==> src/rtl/vga_pattern_gen.sv <==
// vga_pattern_gen: two-stage pixel pipeline that turns timing-stage coordinates
// into one of eight test patterns. Every pipeline register advances only on a
// pix_en strobe. The syncs travel alongside so that they stay aligned with rgb.
module vga_pattern_gen (
    input  logic        clk,
    input  logic        rst,
    input  logic        pix_en,
    input  logic        h_sync_in,
    input  logic        v_sync_in,
    input  logic        video_on,
    input  logic [9:0]  x,
    input  logic [9:0]  y,
    input  logic [2:0]  sw,
    output logic        h_sync,
    output logic        v_sync,
    output logic [11:0] rgb
);

    localparam logic [2:0] MODE_BLACK   = 3'd0;
    localparam logic [2:0] MODE_WHITE   = 3'd1;
    localparam logic [2:0] MODE_BARS    = 3'd2;
    localparam logic [2:0] MODE_CHECK   = 3'd3;
    localparam logic [2:0] MODE_GREY    = 3'd4;
    localparam logic [2:0] MODE_SQUARE  = 3'd5;
    localparam logic [2:0] MODE_BORDER  = 3'd6;
    localparam logic [2:0] MODE_BLUERMP = 3'd7;

    // switch synchroniser
    logic [2:0]  r_sw_meta, r_sw_sync;
    // stage 1
    logic [9:0]  r_x1, r_y1;
    logic        r_von1, r_hs1, r_vs1;
    logic [2:0]  r_mode;
    logic [7:0]  r_frame_cnt;
    // stage 2
    logic [11:0] r_rgb2;
    logic        r_hs2, r_vs2;

    logic        w_frame_start;
    logic [9:0]  w_sq_lo, w_sq_hi;
    logic [11:0] w_color;

    assign w_frame_start = pix_en && (x == 10'd0) && (y == 10'd0);

    // Two-flop synchroniser for the board switches; runs on every clk.
    always_ff @(posedge clk) begin
        if (rst) begin
            r_sw_meta <= 3'd0;
            r_sw_sync <= 3'd0;
        end else begin
            r_sw_meta <= sw;
            r_sw_sync <= r_sw_meta;
        end
    end

    // Stage 1: capture the pixel, and at frame start latch the mode and bump the frame count.
    always_ff @(posedge clk) begin
        if (rst) begin
            r_x1        <= 10'd0;
            r_y1        <= 10'd0;
            r_von1      <= 1'b0;
            r_hs1       <= 1'b1;
            r_vs1       <= 1'b1;
            r_mode      <= MODE_BLACK;
            r_frame_cnt <= 8'd0;
        end else if (pix_en) begin
            r_x1   <= x;
            r_y1   <= y;
            r_von1 <= video_on;
            r_hs1  <= h_sync_in;
            r_vs1  <= v_sync_in;
            if (w_frame_start) begin
                r_mode      <= r_sw_sync;
                r_frame_cnt <= r_frame_cnt + 8'd1;
            end
        end
    end

    // Colour decode from the stage-1 pixel. Bars use range compares rather than a divide.
    always_comb begin
        w_sq_lo = {1'b0, r_frame_cnt, 1'b0};
        w_sq_hi = w_sq_lo + 10'd31;
        w_color = 12'h000;
        case (r_mode)
            MODE_BLACK:  w_color = 12'h000;
            MODE_WHITE:  w_color = 12'hFFF;
            MODE_BARS: begin
                if      (r_x1 < 10'd80)  w_color = 12'hFFF;
                else if (r_x1 < 10'd160) w_color = 12'hFF0;
                else if (r_x1 < 10'd240) w_color = 12'h0FF;
                else if (r_x1 < 10'd320) w_color = 12'h0F0;
                else if (r_x1 < 10'd400) w_color = 12'hF0F;
                else if (r_x1 < 10'd480) w_color = 12'hF00;
                else if (r_x1 < 10'd560) w_color = 12'h00F;
                else                     w_color = 12'h000;
            end
            MODE_CHECK:  w_color = (r_x1[5] ^ r_y1[5]) ? 12'hFFF : 12'h000;
            MODE_GREY:   w_color = {r_x1[9:6], r_x1[9:6], r_x1[9:6]};
            MODE_SQUARE: begin
                if ((r_x1 >= w_sq_lo) && (r_x1 <= w_sq_hi) &&
                    (r_y1 >= 10'd224) && (r_y1 <= 10'd255))
                    w_color = 12'h0F0;
            end
            MODE_BORDER: begin
                if ((r_x1 < 10'd8) || (r_x1 >= 10'd632) ||
                    (r_y1 < 10'd8) || (r_y1 >= 10'd472))
                    w_color = 12'hF00;
            end
            MODE_BLUERMP: w_color = {8'h00, r_y1[8:5]};
        endcase
        if (!r_von1)
            w_color = 12'h000;
    end

    // Stage 2: register the colour and the second sync delay.
    always_ff @(posedge clk) begin
        if (rst) begin
            r_rgb2 <= 12'h000;
            r_hs2  <= 1'b1;
            r_vs2  <= 1'b1;
        end else if (pix_en) begin
            r_rgb2 <= w_color;
            r_hs2  <= r_hs1;
            r_vs2  <= r_vs1;
        end
    end

    assign rgb    = r_rgb2;
    assign h_sync = r_hs2;
    assign v_sync = r_vs2;

endmodule
==> config.mk <==
export PLATFORM = sky130hd
export DESIGN_NAME = vga_pattern_gen
export DESIGN_NICKNAME = d
export VERILOG_FILES = /design/src/rtl/vga_pattern_gen.sv
export SDC_FILE = /design/constraint.sdc
export NUM_CORES = 1
export LEC_CHECK = 0
export CORE_MARGIN = 10
export CORE_UTILIZATION = 30
export DETAILED_ROUTE_END_ITERATION = 6
export GPL_TIMING_DRIVEN = 0
export HOLD_SLACK_MARGIN = 0.12
export PLACE_DENSITY = 0.46
export SYNTH_ARGS = -nofsm -noshare
export SYNTH_HDL_FRONTEND = slang
export SYNTH_SLANG_ARGS = --single-unit
export TNS_END_PERCENT = 20
==> constraint.sdc <==
create_clock -name clk -period 4.7 [get_ports clk]
set_clock_uncertainty 0.2 [all_clocks]
set_input_delay 0.94 -clock clk [delete_from_list [all_inputs] [get_ports clk]]
set_output_delay 0.94 -clock clk [all_outputs]
set_load 0.01 [all_outputs]
---- After elaboration in Yosys (flattened, before gate mapping) ----
Cells that the tools add are included.
storage, ports and cells
  input bits .............................. 29
  word-level logic and storage cells ...... 61
  flip-flop bits (word level) ............. 54
  output and inout port bits .............. 14
operators by class
  bitwise gates (word level) .............. 1
  $lt $le $gt $ge ......................... 15
  reduce and logical (&&, ||, !) cells .... 12
  add/subtract/negate cells ............... 2
  muxes and demuxes ....................... 12
  equality and inequality tests ........... 7
operators with widths
  kind                  number
  $mux 12               9
  $pmux 12 s8           1
  $lt 10x9->1 const B   3
  $logic_not 10->1      2
  $lt 10x4->1 const B   2
  $lt 10x8->1 const B   2
  $eq 3x3->1 const B    4
  $add 9x5->10 const B  1
  $ge 10x10->1 const B  1
  $ge 10x8->1 const B   1
  $ge 10x9->1           1
  $ge 10x9->1 const B   1
  $le 10x10->1          1
  $le 10x8->1 const B   1
  $lt 10x10->1 const B  1
  $lt 10x7->1 const B   1
  $add 8x1->8 const B   1
  $mux 8                1
  $eq 3x2->1 const B    2
  $logic_and 1x1->1     5
  $mux 4                1
  $eq 3x1->1 const B    1
  $logic_not 3->1       1
  $logic_or 1x1->1      3
  other kinds (2)       2

---- Depth between registers and ports, before layout ----
  word-level depth ........................ 10
  gate-level depth with buffers ........... 12
  mapped depth without buffers ............ 11

---- Least setup slack after synthesis ----
OpenSTA, ideal clock, no wires.
  path type ............................... flip-flop to flip-flop
  start ................................... register r_frame_cnt[0]
  end ..................................... register r_rgb2[4], in the netlist rgb[4]
  path slack .............................. 1,528 ps
  required time ........................... 4,414 ps
  period minus slack after synthesis ...... 3,172 ps
  data arrival time ....................... 2,886 ps
  stages on the path, launching flop included .. 13
  buffers on the path ..................... 1
  setup time .............................. 86 ps
  cell sequence ........................... dfxtp_1 -> clkbuf_1 -> inv_1 -> ha_1 -> nand3_1 -> nand3_1 -> xnor2_1 -> ha_1 -> nand4_1 -> or4b_1 -> a211o_1 -> a311o_4 -> a221oi_2
between the ends
  cells in the longest elaborated chain, start to end .. 8
  elaborated cells on any way between the ends .. 9
  those cells by class .................... 1 x add/sub; 2 x order compare; 3 x mux; 3 x reduce/logical
RTL lines
  item                            line  RTL
  start, declared                 34    logic [7:0] r_frame_cnt;
  start signal, assigned          74    r_frame_cnt <= r_frame_cnt + 8'd1;
  $add 9x5->10                    82    w_sq_hi = w_sq_lo + 10'd31;
  named net w_sq_hi[1]            40    logic [9:0] w_sq_lo, w_sq_hi;
  $le 10x10->1                    100   if ((r_x1 >= w_sq_lo) && (r_x1 <= w_sq_hi) &&
  $logic_and 1x1->1 (2 in a row)  100
  $logic_and 1x1->1               101   (r_y1 >= 10'd224) && (r_y1 <= 10'd255))
  $mux 8                          100
  $pmux 12 s8                     84    case (r_mode)
  $mux 12                         111   if (!r_von1)
  end signal, assigned            122   r_rgb2 <= w_color;
  end, declared                   36    logic [11:0] r_rgb2;
The timed path passes the listed nets, and every way through them passes these cells.
A chain may end at the register's enable or synchronous reset.

---- Worst setup path after layout ----
  start ................................... register r_frame_cnt[0]
  end ..................................... register r_rgb2[6], in the netlist rgb[6]
The elaborated chain is that of the path after synthesis.

==> impl_metrics.toml <==
[status]
status = "completed"

[synth]
synthTopCellsByArea = "dfxtp_1 (36%), ha_1 (8.3%), mux2i_1 (6.3%)"
synth_top_flop_cell = "dfxtp_1"
synth_simple_gate_area_share_pct = 25.8
synth_top_area_cell = "dfxtp_1"
async_flop_share_pct = 0
synth-edff-count = 0
synth_compound_area_share_pct = 15.3
synth_area_um2 = 2870
synth_cell_types = 47
ys_seq_area_share_pct = 35.6
synth_area_per_cell_um2 = 8.81
ys_ff_latch = 51
syn_nets = 374
synth_top_family_by_area = "simple AND/OR/NAND/NOR gates"
postSynthCellCount = 326
synth_xor_area_share_pct = 4.27
muxShareOfSynthArea_pct = 6.27
synth_top_area_share_pct = 35.6
yosysWarnings = 0
synthAdderAreaFrac_pct = 8.63

[setup_path]
rrSetupSlack_ns = 1.17
reg2reg_depth = 12
cp-start-kind = "register"
cp_slowest_cell = "or4b_1"
crit_type = "register to register"
crit_chain = "clkbuf_1 -> inv_1 -> ha_1 -> nand3_1 -> nand3_1 -> xnor2_1 -> ha_1 -> nand4_1 -> or4b_1 -> a211o_1 -> a311o_4 -> a221oi_2"
reg2reg_to = "rgb[6]"
r2r-start = "r_frame_cnt[0]"
critPathMaxStageDelay_ns = 0.51
cp.arrival_ns = 3.57
cp_max_fo = 7
setup.worst_path.end_class = "register"
cp.required_ns = 4.74

[timing]
relSlewSlack_pct = 52.0
fmax_mhz = 283
fin_tns_setup_ns = 0
tightest_slew_ns = 0.720
hold_slack_ns = 0.240
grt_setup_unrepaired = "no"
final-setup-viol-count = 0
period_needed_ns = 3.53
setup_ws_ns = 1.17
hold_violations = 0
final-max-slew-violation-count = 0
fin_crit_sh_pct = 75.2

[placed_design]
port_buffers = 40
dpl_worst_slack_ns = 1.14
dp.cells = 495
place.gp.congestion = 0.787
dpl_cell_area_um2 = 3430
dp_hpwl_mm = 6.31

[clock_network]
cts_inserted_buffers = 5
ctsResizeCount = 0
cts_tree = "yes"
postCtsSetupRepairBufs = 0
root_buffer = "clkbuf_8"
cts_hold_buffers = 0
cts_num_sinks = 51
clk_pin_slew_ns = 0.11
clk_latency_ns = 0.31
clk_path_buf_depth = 2
h-tree-depth = 2

[min_path]
hold_path_end = "r_sw_sync[0]"
holdPathStages = 1
holdCritStartpoint = "r_sw_meta[0]"
hp-class = "register to register"

[final_layout]
diodes = 0
layout_commonest_cell = "dfxtp_1"
final_cell_area_um2 = 3550
instances_no_fill = 503
nets = 421
drive_above_1_share_pct = 5.35
most-common-layout-cells = "dfxtp_1 (51), clkdlybuf4s50_1 (40), nor2_1 (31)"
area_delta_synth_final_pct = 23.5

[grt]
grt.total_usage_pct = 11.4
grt_first_pass_wirelength_mm = 13.1
grt_antenna_before_repair = 0
grt-ovfl-total = 0
grt_pass1_vias = 2481
grt_max_degree = 17

[drt]
num_vias = 2481
drc_errors = 0
drt_wl_total_mm = 7.99
viasPerCell = 4.93
drt_iter0_drc = 131
detail-route-antenna-nets = 0
dr.pass1.iters = 5
avgRoutedWirePerCell_um = 15.9

[floorplanning]
rows = 35
start_util_pct = 30.9
io_pins = 43
die_area_um2 = 13900
die_width_um = 118
die_h_um = 118
coreArea_um2 = 9280

[job]
maxCapViolations = 0

[power_and_ir_drop]
ir_worst_vdd_uv = 107
powerDensity_nw_per_um2 = 251
leakage_nw = 1.29
-- registers in the layout, indices dropped and copies added, names as in the netlist --
| register | count |
|---|---|
| rgb | 12 |
| r_x1 | 10 |
| r_frame_cnt | 8 |
| r_y1 | 7 |
| r_mode | 3 |
| r_sw_meta | 3 |
| r_sw_sync | 3 |
| h_sync | 1 |
| r_hs1 | 1 |
| r_von1 | 1 |
| r_vs1 | 1 |
| v_sync | 1 |
-- report_power, final --
part / switching, W / internal (W)
logic: 0.0000533 / 0.0000571
clock network: 0.000162 / 0.000159
registers: 0.0000137 / 0.000446
total: 0.000229 / 0.000662
-- per-layer routing --
metal | up-vias | wire, um | global-route usage (%)
met2 | 30 | 3860 | 19.3
met4 | 0 | 44 | 2.86
li1 | 1281 | - | -
met3 | 4 | 281 | 2.64
met5 | - | 0 | 0
met1 | 1166 | 3800 | 14.3
-- cells by family (layout without fill, tap and decap cells) --
kind of cell             after synthesis  count (layout)
flip-flops                            51              51
XOR/XNOR                              14              14
AO/OA/AOI/OAI                         56              56
adder cells (fa/ha/maj)               20              20
multiplexers                          18              18
AND/OR/NAND/NOR                      136             136
buffers and inverters                 31              79
-- worst max path at each step --
stage | start | endpoint | slack, ns
final | r_frame_cnt[0] | rgb[6] | 1.17
after global routing | r_frame_cnt[0] | rgb[5] | 0.96
after global placement | r_frame_cnt[0] | rgb[4] | 1.16
after floorplan | r_frame_cnt[0] | rgb[4] | 1.53
after detailed placement | r_frame_cnt[0] | rgb[6] | 1.14
after CTS | r_frame_cnt[0] | rgb[6] | 1.13
-- Yosys cell counts (2+ instances only) --
cell type / number
dfxtp_1: 51
nor2_1: 31
ha_1: 19
nand2_1: 19
mux2i_1: 18
nor2b_1: 18
clkbuf_1: 14
nand2b_1: 14
xnor2_1: 14
a21oi_1: 11
inv_1: 11
nor3_1: 11
a221oi_1: 10
o21ai_0: 10
nor4_1: 9
nand4_1: 7
nor3b_1: 7
and3_1: 6
a211o_1: 5
a221oi_2: 4
nand3_1: 4
buf_2: 3
nand4b_1: 3
a311oi_1: 2
buf_1: 2
o41ai_1: 2
-- critical path, delay by kind of cell (launching register included) --
family	cells	cell delay, ns
xor+xnor	1	0.16
fa+ha+maj	2	0.52
compound gates	3	0.88
buf+inv	2	0.37
simple gates	4	0.89
flops	1	0.43
-- through the flow --
step	total power [W]	utilization [%]
after floorplan	0.000531	-
after global placement	0.000580	37.0
after detailed placement	0.000581	37.0
after CTS	0.000900	38.2
after global routing	0.000931	38.2
final	0.000891	38.2
-- area by class of cell --
class	count	area (um2)
well taps	129	161
fillers	984	5740
flip-flops and latches	51	1020
clock inverters	3	43.8
clock buffers	5	68.8
repair buffers	40	400
multi-input cells	244	1730
plain buffers	19	75.1
inverters	12	45.0
(Power assumes the default switching activity.)
==> RTL edit 1, RTL diff (same settings) <==
Put one more register stage on the output `rgb`, with the module's reset. The value now appears one clock later. The other outputs are not delayed to match.
--- a/src/rtl/vga_pattern_gen.sv
+++ b/src/rtl/vga_pattern_gen.sv
@@ -126,5 +126,11 @@
     end
 
-    assign rgb    = r_rgb2;
+    always_ff @(posedge clk) begin
+        if (rst) begin
+            rgb <= '0;
+        end else begin
+            rgb <= r_rgb2;
+        end
+    end
     assign h_sync = r_hs2;
     assign v_sync = r_vs2;
Function: changed (a bounded check fails within 10 cycles, from zero or initial values and one cycle with rst high).
==> RTL edit 1 against the original RTL <==
Sequential cell count rose by 12. Worst setup slack better by 370 ps. Maximum frequency grew 12%. Sequential share of layout area rose by 4.2 points. Wire length is 3.1% higher. Final area up 7.7%. Combinational power rose by 5%. Non-clock buffer count grew 2. Clock power increased by 33%. Power increased by 24%. Area after synthesis is 6.8% higher. Critical path depth stayed put. Critical path type unchanged. Critical endpoint is now r_rgb2[6]$_SDFFE_PP0P_. Largest power group unchanged.
==> RTL edit 1: results (changes against the original RTL) <==
Logic synthesis
  • Largest cells by area after synthesis: dfxtp_1 41%, ha_1 7.8%, mux2i_1 6.5%
  • Synthesized area per cell: 9.52 um^2 (+8.1%)
  • Register area share after synthesis: 41.1% (+5.6 points)
  • Post-Syn Nets: 370 (-1.1%)
  • Yosys cell types: 45 (-4.3%)

Place
  • Final GP Congestion: 0.798 (+1.4%)
  • Dpl hpwl: 6.15 mm (-2.6%)
  • Port bufs: 41 (+2.5%)
  • Placed cell count: 496 (+0.20%)
  • Setup WS pre-CTS: 1530 ps (+388 ps)
  • DP Area: 3640 um^2 (+6.1%)

Routing
  • Routed length on met1: 4.23 mm (+11%)
  • Via-to-Cell Ratio: 4.84 (-2.0%)
  • Vias: 2,476 (-0.20%)
  • Met2 wire length: 3.43 mm (-11%)
  • Met3 wire len: 467 um (+66%)
  • Max layer used: met4
  • Drt pass-1 iters: 4 (-1)
  • DR iter-0 viols: 76 (-42%)
  • WL/cell: 16.1 um (+1.3%)

Global route
  • Met3 global-route usage: 3.58% (+0.95 points)
  • Met1 Track Usage GR: 15.3% (+1.0 points)
  • Vias in the first global route: 2,618 (+5.5%)
  • Largest net degree at the start of global routing: 12 (-5)
  • GR Util met2: 17.3% (-2.0 points)
  • GRT Util Overall: 11.8% (+0.34 points)
  • Global-route wire length before repair: 13.6 mm (+3.3%)

Min path
  • WHS Path Cells: 1 (unchanged)
  • Hold Crit Start: r_sw_meta[2]$_SDFF_PP0_
  • Hold EP: r_sw_sync[2]$_SDFF_PP0_

Pwr
  • Peak supply drop: 0.116 mV (+9.2%)
  • Leak pwr: 1.44 nW (+11%)

Clocking
  • H-tree Lvls: 3 (+1)
  • Clock transition at path regs: 70 ps (-40 ps)
  • CTS buffer count: 9 (+4)
  • Latest clock arrival within the worst-skew pair: 350 ps (+40 ps)

STA
  • Slew HR: 60.7% (+8.7 points)
  • Fmax: 316 MHz (+12%)

Setup path
  • CP top delay family: compound AO/OA/AOI/OAI gates
  • CP max stage cell: a2111o_1
  • End point of the critical path: r_rgb2[6]$_SDFFE_PP0P_
  • CP arrival: 3240 ps (-330 ps)
  • Worst r2r dst: r_rgb2[6]$_SDFFE_PP0P_

Cells and area
  • Net count reported at finish: 422 (+0.24%)

Run status
  • Outcome: finished, final reports clean
RTL edit 1: cells by family (layout without fill, tap and decap cells):
| group | Yosys count | count (layout) | synth area share [%] |
|---|---|---|---|
| adders and majority gates | 20 | 20 | 8.12 |
| buffers and inverters | 35 | 92 | 5.06 |
| muxes | 20 | 20 | 6.53 |
| AOI/OAI and AO/OA | 62 | 62 | 16.2 |
| and+or+nand+nor | 107 | 107 | 18.7 |
| DFF | 63 | 63 | 41.1 |
| xor gates and xnor gates | 15 | 15 | 4.28 |
RTL edit 1: report_power, final:
group	internal (mW)	switching, mW
Combinational	0.0596	0.0556
Sequential	0.548	0.0135
Clock	0.205	0.222
RTL edit 1: layout make-up:
class,count,area [um^2]
inverters,15,56.3
multi-input cells,224,1650
well taps,133,166
clock inverters,5,33.8
flip-flops and latches,63,1260
plain buffers,20,98.8
repair buffers,41,410
clock buffers,11,141
fillers,1026,6050
==> RTL edit 2, RTL diff (same flow settings) <==
Made on the original files. Make the reset (`rst`) asynchronous in 3 clocked blocks.
--- a/src/rtl/vga_pattern_gen.sv
+++ b/src/rtl/vga_pattern_gen.sv
@@ -44,5 +44,5 @@
 
     // Two-flop synchroniser for the board switches; runs on every clk.
-    always_ff @(posedge clk) begin
+    always_ff @(posedge clk or posedge rst) begin
         if (rst) begin
             r_sw_meta <= 3'd0;
@@ -55,5 +55,5 @@
 
     // Stage 1: capture the pixel, and at frame start latch the mode and bump the frame count.
-    always_ff @(posedge clk) begin
+    always_ff @(posedge clk or posedge rst) begin
         if (rst) begin
             r_x1        <= 10'd0;
@@ -114,5 +114,5 @@
 
     // Stage 2: register the colour and the second sync delay.
-    always_ff @(posedge clk) begin
+    always_ff @(posedge clk or posedge rst) begin
         if (rst) begin
             r_rgb2 <= 12'h000;
Check against the original RTL: differs if rst is asserted again (counterexample within 4 cycles, from zero or initial values and one cycle with rst high); with rst held inactive, the same outputs for 4 cycles.
==> RTL edit 2 against the original RTL <==
Worst setup slack improved by 530 ps. Die area increased by 1.2%. Sequential power increased by 12%. Cell count decreased by 7.6%. Wire length decreased by 5.6%. Critical path depth decreased by 5. Power increased by 12%. Final area increased by 1.6%. Area after synthesis increased by 1.4%. Critical path type is now primary input to flop. Synthesized cell count decreased by 12%. Non-clock buffer count decreased by 5. Sequential cell count unchanged.
==> RTL edit 2: results (changes against the original RTL) <==
Run status
  • Outcome: finished, final reports clean

Cells and area
  • Sequential cell count: 51 (unchanged)
  • Layout cell share with drive strength beyond 1: 13.1% (+7.7 points)
  • Register area: 1280 um^2 (+25%)
  • Inverters: 21 (+9)
  • FILL cells: 949 (-3.6%)
  • ClkCell Share: 2.68% (-0.50 points)
  • Non-Clock Buffer Count: 54 (-8.5%)
  • Count of multi-input gates: 202 (-17%)
  • Net count reported at finish: 383 (-9.0%)
  • Data buffer area share: 13.4% (+0.038 points)

STA
  • Fmax: 333 MHz (+18%)
  • Slew HR: 51.1% (-0.88 points)

Routing
  • Drt pass-1 iters: 7 (+2)
  • Vias: 2,301 (-7.3%)
  • Via-to-Cell Ratio: 4.95 (+0.32%)
  • Met3 wire len: 267 um (-5.0%)
  • Routed length on met1: 3.81 mm (+0.32%)
  • DR iter-0 viols: 125 (-4.6%)

Setup path
  • Crit Reg-Reg Startpoint: r_frame_cnt[0]$_DFFE_PP0P_
  • CP arrival: 3010 ps (-560 ps)
  • CP max stage cell: or4_1
  • R2R Setup Slk: 1860 ps (+690 ps)
  • CP peak stage delay: 550 ps (+40 ps)
  • Worst r2r path cells: 10 (-2)
  • Crit path launch: x[9]
  • Worst-path fanout max: 10 (+3)
  • End point of the critical path: r_frame_cnt[4]$_DFFE_PP0P_

Place
  • Final GP Congestion: 0.858 (+9.0%)
  • Dpl hpwl: 5.86 mm (-7.2%)
  • DP Area: 3500 um^2 (+2.1%)
  • Port bufs: 41 (+2.5%)
  • Setup WS pre-CTS: 1360 ps (+223 ps)

Global route
  • GRT Util Overall: 11.0% (-0.42 points)
  • Global-route wire length before repair: 12.8 mm (-2.8%)
  • Largest net degree at the start of global routing: 35 (+18)
  • Vias in the first global route: 2,363 (-4.8%)

Logic synthesis
  • Largest cells by area after synthesis: dfrtp_1 40%, ha_1 8.2%, mux2_2 7.3%
  • Post-synth top cells: 47 x dfrtp_1, 30 x nand2_1, 21 x inv_1
  • Register area share after synthesis: 44.0% (+8.4 points)
  • Asr flop ratio synth: 100% (+100 points)
  • Post-Syn Nets: 334 (-11%)
  • Yosys cell types: 53 (+13%)
  • Mapped Cells: 286 (-12%)

Min path
  • WHS Path Cells: 0 (-1)
  • Hold EP: r_sw_sync[1]$_DFF_PP0_
  • Hold Crit Start: r_sw_meta[1]$_DFF_PP0_

Pwr
  • Seq power: 0.516 mW (+12%)
  • Pint: 0.701 mW (+5.9%)
  • Clock power frac: 27.7% (-8.4 points)
  • Peak supply drop: 0.104 mV (-2.4%)
  • Sw frac: 30.0% (+4.3 points)
  • Leak pwr: 1.43 nW (+11%)

Floorplan
  • Die X: 119 um (+0.59%)

Clocking
  • Clock transition at path regs: 110 ps (about the same)
## RTL edit 2: changes by cell type after synthesis, sizes merged, moves of 9 or more
cell / delta
a221oi: -9
nand2b: -11
dfrtp: +47
nand2: +12
dfxtp: -51
nor2b: -17
a21oi: +9
mux2i: -18
nor2: -20
inv: +9
mux2: +19
## RTL edit 2: cell families (layout without fill, tap and decap cells)
| kind of cell | count (synthesis) | after routing | synth area share [%] |
|---|---|---|---|
| flip-flops | 51 | 51 | 44.0 |
| XOR/XNOR | 14 | 14 | 4.73 |
| buffers and inverters | 33 | 83 | 4.55 |
| AND/OR/NAND/NOR | 80 | 80 | 14.8 |
| AO/OA/AOI/OAI | 69 | 69 | 16.1 |
| adder cells (fa/ha/maj) | 20 | 20 | 8.51 |
| multiplexers | 19 | 19 | 7.35 |
## RTL edit 2: layer usage
metal | GRT usage [%] | vias up
li1 | - | 1146
met4 | 3.36 | 0
met3 | 2.43 | 5
met2 | 16.6 | 47
met5 | 0 | -
met1 | 15.3 | 1103
